$ cat config.mk
export PLATFORM = sky130hd
export DESIGN_NAME = gray_counter
export DESIGN_NICKNAME = d
export VERILOG_FILES = /design/src/rtl/gray_pkg.sv /design/src/rtl/gray_encode.sv /design/src/rtl/gray_counter.sv
export SDC_FILE = /design/constraint.sdc
export NUM_CORES = 1
export LEC_CHECK = 0
export CAP_MARGIN = 20
export CELL_PAD_IN_SITES_DETAIL_PLACEMENT = 1
export CELL_PAD_IN_SITES_GLOBAL_PLACEMENT = 2
export CORE_MARGIN = 4
export CORE_UTILIZATION = 28
export DETAILED_ROUTE_END_ITERATION = 7
export MAX_ROUTING_LAYER = met4
export PLACE_DENSITY_LB_ADDON = 0.1
export REMOVE_ABC_BUFFERS = 1
export SLEW_MARGIN = 10
export SYNTH_ARGS = -nofsm -noshare
export SYNTH_HDL_FRONTEND = slang
export SYNTH_SLANG_ARGS = --single-unit
$ cat constraint.sdc
create_clock -name clk -period 4.24 [get_ports clk]
set_input_delay 0.848 -clock clk [delete_from_list [all_inputs] [get_ports clk]]
set_output_delay 0.848 -clock clk [all_outputs]
set_load 0.01 [all_outputs]
$ cat src/rtl/gray_pkg.sv
// Shared constants and Gray-code helpers for the gray counter and its consumers.
package gray_pkg;

  localparam int unsigned GRAY_WIDTH_DEF = 4;
  localparam int unsigned GRAY_WIDTH_MAX = 16;

  // Binary to Gray: each output bit is the XOR of adjacent binary bits.
  function automatic logic [GRAY_WIDTH_MAX-1:0] bin2gray(input logic [GRAY_WIDTH_MAX-1:0] bin);
    return bin ^ (bin >> 1);
  endfunction

  // Gray to binary: prefix XOR from the MSB down, same as the downstream decoder.
  function automatic logic [GRAY_WIDTH_MAX-1:0] gray2bin(input logic [GRAY_WIDTH_MAX-1:0] gray);
    logic [GRAY_WIDTH_MAX-1:0] bin;
    bin[GRAY_WIDTH_MAX-1] = gray[GRAY_WIDTH_MAX-1];
    for (int i = GRAY_WIDTH_MAX - 2; i >= 0; i--) begin
      bin[i] = bin[i+1] ^ gray[i];
    end
    return bin;
  endfunction

endpackage

$ cat src/rtl/gray_encode.sv
// Combinational WIDTH-bit binary to Gray encoder.
module gray_encode
  import gray_pkg::*;
#(
  parameter int unsigned WIDTH = GRAY_WIDTH_DEF
) (
  input  logic [WIDTH-1:0] bin,
  output logic [WIDTH-1:0] gray_c
);

  // Zero-extend into the package helper and keep only the live bits.
  logic [GRAY_WIDTH_MAX-1:0] gray_full;

  always_comb begin
    gray_full = bin2gray(GRAY_WIDTH_MAX'(bin));
    gray_c    = gray_full[WIDTH-1:0];
  end

endmodule

$ cat src/rtl/gray_counter.sv
// Up/down counter with registered Gray-coded output and terminal-count flag.
// Optional build macro: GRAY_COUNTER_SAT_EN (saturate at the ends instead of
// wrapping; tc then stays high on every blocked count cycle).
module gray_counter
  import gray_pkg::*;
#(
  parameter int unsigned WIDTH = GRAY_WIDTH_DEF
) (
  input  logic             clk,
  input  logic             rst,
  input  logic             en,
  input  logic             up_dn,
  input  logic             load,
  input  logic [WIDTH-1:0] load_val,
  output logic [WIDTH-1:0] gray,
  output logic             tc
);

  localparam logic [WIDTH-1:0] BIN_MAX = {WIDTH{1'b1}};
  localparam logic [WIDTH-1:0] BIN_MIN = '0;

  logic [WIDTH-1:0] bin_q;
  logic [WIDTH-1:0] bin_d;
  logic [WIDTH-1:0] gray_d;
  logic             tc_d;
  logic             at_end;

  // Next binary count and terminal-count flag; load beats count, count beats hold.
  always_comb begin
    bin_d  = bin_q;
    tc_d   = 1'b0;
    at_end = up_dn ? (bin_q == BIN_MAX) : (bin_q == BIN_MIN);
    if (load) begin
      bin_d = load_val;
    end else if (en) begin
      tc_d = at_end;
`ifdef GRAY_COUNTER_SAT_EN
      if (!at_end) begin
        bin_d = up_dn ? bin_q + WIDTH'(1) : bin_q - WIDTH'(1);
      end
`else
      bin_d = up_dn ? bin_q + WIDTH'(1) : bin_q - WIDTH'(1);
`endif
    end
  end

  // Encode the next count so the Gray output comes straight off flops.
  gray_encode #(
    .WIDTH (WIDTH)
  ) u_encode (
    .bin    (bin_d),
    .gray_c (gray_d)
  );

  // State and output registers with synchronous reset.
  always_ff @(posedge clk) begin
    if (rst) begin
      bin_q <= '0;
      gray  <= '0;
      tc    <= 1'b0;
    end else begin
      bin_q <= bin_d;
      gray  <= gray_d;
      tc    <= tc_d;
    end
  end

endmodule
# Yosys cells after proc, flatten, opt, wreduce, memory -nomap -nowiden
# Index checks and enable logic that the tools add are counted.
# word_totals
wordCells	14
regBits	9
output_inout_bits	5
in_bits	9
# op_classes
muxes	4
eq_ne	1
bitwise_logic	2
n_reduce_logical	2
addsub	2
# op_table
op	count
4-bit 2-to-1 mux	3
4-bit by 1-bit adder with 4-bit output (second input constant)	1
4-bit == test (second input constant)	1
4-bit zero test	1
4-bit by 1-bit subtractor with 4-bit output (second input constant)	1
4-bit by 3-bit XOR with 4-bit output	1
3-bit OR reduction	1
1-bit 2-to-1 mux	1
1-bit NOT	1

# Depth between registers and ports, before layout
# depth
word_depth	5
ltp_mapped	6
mapped_depth_nobuf	6

# Cells and area by module
# Synthesis repeated with hierarchy kept, for this count alone.
# unflattened
cells_unflattened	53
hier_area_um2	500.5
# by_module_without_submodules
module	seq_area_each_um2	area_each_um2	cells_per_inst	n_inst
gray_counter	180.2	466.7	49	1
gray_encode	0.0	33.8	4	1

# Least setup slack after synthesis
# Ideal clock, no wire load.
# synth_timing
path_type	input to register
start	input up_dn
end	register gray[1]
t_arrival_ns	2.129
n_path_buf	0
path_stages	6
setup_time_ns	0.070
required_ns	4.170
setup_slack_ns	2.041
cell_sequence	inv_1 > fa_1 > mux2_2 > mux2i_1 > or3_1 > a21oi_1
# synth_via
elab_chain_len	4
# synth_lines
item	line	source
start: declaration	gray_counter.sv:12	input logic up_dn,
4-bit 2-to-1 mux	gray_counter.sv:42	bin_d = up_dn ? bin_q + WIDTH'(1) : bin_q - WIDTH'(1);
4-bit 2-to-1 mux	gray_counter.sv:35	end else if (en) begin
4-bit 2-to-1 mux	gray_counter.sv:33	if (load) begin
4-bit by 3-bit XOR with 4-bit output	gray_pkg.sv:9	return bin ^ (bin >> 1);
end signal: assignment	gray_counter.sv:63	gray <= gray_d;
end: declaration	gray_counter.sv:15	output logic [WIDTH-1:0] gray,
# No other way between the ends.
# A chain may end at the register's enable or synchronous reset.

# Worst setup path in the final report
# Ends and elaborated chain as after synthesis.

==> results_dict.tcl <==
set metrics [dict create \
    clk_pin_slew_ns 0.05 \
    area_growth_pct 32.83 \
    synth_area_leaders "dfxtp_1 32%, mux2i_1 6.1%, ha_1 5.1%, nor2_1 4.5%, fa_1 4.0%" \
    synth_top_area_share_pct 32.32 \
    powerDensity_nw_per_um2 312.7 \
    crit_chain "clkdlybuf4s50_1 > inv_1 > fa_1 > mux2_2 > mux2i_1 > o21ai_0 > a21oi_1" \
    final_antenna_net_count 0 \
    synth_area_per_cell_um2 9.175 \
    overflow 0 \
    cpPeakStageDelay_ns 0.56 \
    rsz0062_at_grt "false" \
    fmax_mhz 372.4 \
    grt_max_degree 12 \
    clock_tree.buffer_depth 2 \
    route.top_layer_used "met3" \
    dieArea_um2 2507 \
    criticalPathCategory "input pin to register" \
    post-cts-setup-buffer-count 0 \
    register_area_um2 160.2 \
    wire_per_inst_um 12.33 \
    maxSlewViolCount 0 \
    grt_pass1_vias 453 \
    drt_iter0_drc 9 \
    n_antenna_cell 0 \
    layout-drive-gt1-share_pct 10.45 \
    hold-path-endpoint "tc$_SDFF_PP0_" \
    cp-start-kind "input pin" \
    hold_depth 2 \
    reg2reg_depth 5 \
    r2r_setup_slack_ns 2.39 \
    cp_max_fo 7 \
    cts_made_buffers 3 \
    cts-root-buf "clkbuf_4" \
    core.rowCount 14 \
    critical_path_required_ns 4.42 \
    wl_met2_um 473 \
    die_w_um 50.07 \
    synth_top_cell_by_area "dfxtp_1" \
    vias 435 \
    htree_levels 1 \
    cp_slowest_cell "clkdlybuf4s50_1" \
    grt_usage_pct 10.66 \
    setup_ws_ns 1.555 \
    core-area_um2 1594 \
    drcViolationCount 0 \
    fillers 185 \
    post_cts_resize_count 0 \
    ios 14 \
    power.leakage_nw 0.2849 \
    period_share_pct 63.33 \
    met1_length_um 551 \
    ys_types 31 \
    place_ws_ns 1.281 \
    fin_skew_ns 0.002973 \
    grt_pass1_wl_um 1987 \
    yosysWarnings 0 \
    start_util_pct 31.08 \
    viasPerCell 4.780 \
    finalCriticalPeriod_ns 2.685 \
    final_area_um2 658.1 \
    cts_tree "yes" \
    worst_setup_path_end_kind "register" \
    routabilityCongestion 0.6547 \
    insertion_delay_ns 0.25 \
    antenna_found_initial 0 \
    seq_area_frac_synth_pct 32.32 \
    wl_met3_um 98 \
    dp_hpwl_um 881.8 \
    setup_viol 0 \
    ir_drop_uv 151.6 \
    hold_viol 0 \
    place_area_um2 635.6 \
    max_cap_viol_count 0 \
    min_path_type "register to register" \
    min_from "gray[3]$_SDFF_PP0_" \
    cp_data_arrival_time_ns 2.86 \
    cts_hold_buf 0 \
    timing.rr.start "bin_q[0]$_SDFF_PP0_" \
    tns_ns 0 \
    synth_area_um2 495.5 \
    clock_sinks 8 \
    relSlewSlack_pct 70.68 \
    multi_input_area_um2 304.0 \
    syn_inst 54 \
    die_h_um 50.07 \
    nets 81 \
    dr.pass1.iters 4 \
    totalWireLength_um 1122 \
    r2r-end "gray[1]$_SDFF_PP0_" \
    worst_slew_pin_slew_ns 0.4385 \
    numPortBuffers 13 \
    ys_ff_latch 8 \
    status "finished clean" \
]
[layout by cell type (no fill, tap or decap), drive strengths merged, types with 3 or more instances in the layout]
| cell type | instances |
|---|---|
| clkbuf | 3 |
| nand3 | 3 |
| inv | 3 |
| clkdlybuf4s50 | 13 |
| nor2 | 6 |
| dfxtp | 8 |
| mux2i | 3 |
[critical path: cells and delay by family]
family | cells | cell delay, ns
adder cells (fa/ha/maj) | 1 | 0.47
buffers and inverters | 2 | 0.68
multiplexers | 2 | 0.55
AO/OA/AOI/OAI | 2 | 0.31
[kinds of logic after synthesis]
logic type      Yosys count  synth area share [%]
buf+inv                   6                 6.311
flops                     8                 32.32
fa+ha+maj                 3                 9.090
compound gates           11                 15.16
mux                       4                 8.333
xor+xnor                  3                 5.304
simple gates             19                 23.49
[metal layers]
| layer | up-vias | global-route usage, % |
|---|---|---|
| li1 | 224 | - |
| met1 | 198 | 13.98 |
| met2 | 13 | 14.57 |
| met3 | 0 | 5.723 |
| met4 | 0 | 1.382 |
| met5 | - | - |
[flip-flops by register name, summed over array words and instances (netlist names)]
name   count
gray       4
bin_q      3
tc         1
[synth_stat cells]
master / number
a211oi_1: 1
a21o_1: 1
a21oi_1: 2
a221o_1: 1
a22oi_1: 1
a31oi_1: 1
and3_1: 1
and3_2: 1
buf_2: 1
buf_4: 2
dfxtp_1: 8
fa_1: 1
ha_1: 2
inv_1: 3
mux2_2: 1
mux2i_1: 3
nand2_1: 1
nand3_1: 2
nand3_2: 1
nand3b_1: 1
nor2_1: 6
nor3b_1: 1
nor4bb_1: 1
o21ai_0: 2
o21bai_1: 1
o2bb2ai_1: 1
or3_1: 2
or4_2: 1
or4b_1: 1
xnor2_1: 2
xor2_1: 1
[power by group]
group / switching (mW) / total, mW / internal [mW]
combinational: 0.0264 / 0.0598 / 0.0334
sequential: 0.00605 / 0.0890 / 0.0829
clock: 0.0247 / 0.0570 / 0.0323
total: 0.0571 / 0.206 / 0.149
[metrics by stage]
step	util, %	instances	hold WS [ns]	total power [mW]
2_1_floorplan	-	51	0.6666	0.1226
3_3_place_gp	39.87	88	0.7212	0.1513
3_5_place_dp	39.87	88	0.7297	0.1507
4_1_cts	41.29	91	0.7418	0.2099
5_1_grt	41.29	91	0.7895	0.2210
6_report	41.29	91	0.7442	0.2058
[final cells by class]
class | count | share of cell area [%]
Multi-Input combinational cell | 40 | 46.20
Sequential cell | 8 | 24.33
Timing Repair Buffer | 13 | 19.77
Tap cell | 24 | 4.563
Clock buffer | 3 | 3.422
Inverter | 3 | 1.711
[how the worst max path moves through the flow]
stage / from / end / slack [ns]
2_1_floorplan: up_dn / gray[1]$_SDFF_PP0_ / 2.04
3_5_place_dp: up_dn / gray[1]$_SDFF_PP0_ / 1.28
5_1_grt: up_dn / gray[1]$_SDFF_PP0_ / 1.40
4_1_cts: up_dn / gray[1]$_SDFF_PP0_ / 1.54
6_report: up_dn / gray[1]$_SDFF_PP0_ / 1.55
3_3_place_gp: up_dn / gray[1]$_SDFF_PP0_ / 1.28
Note: power is estimated with default switching activity, not from simulation.
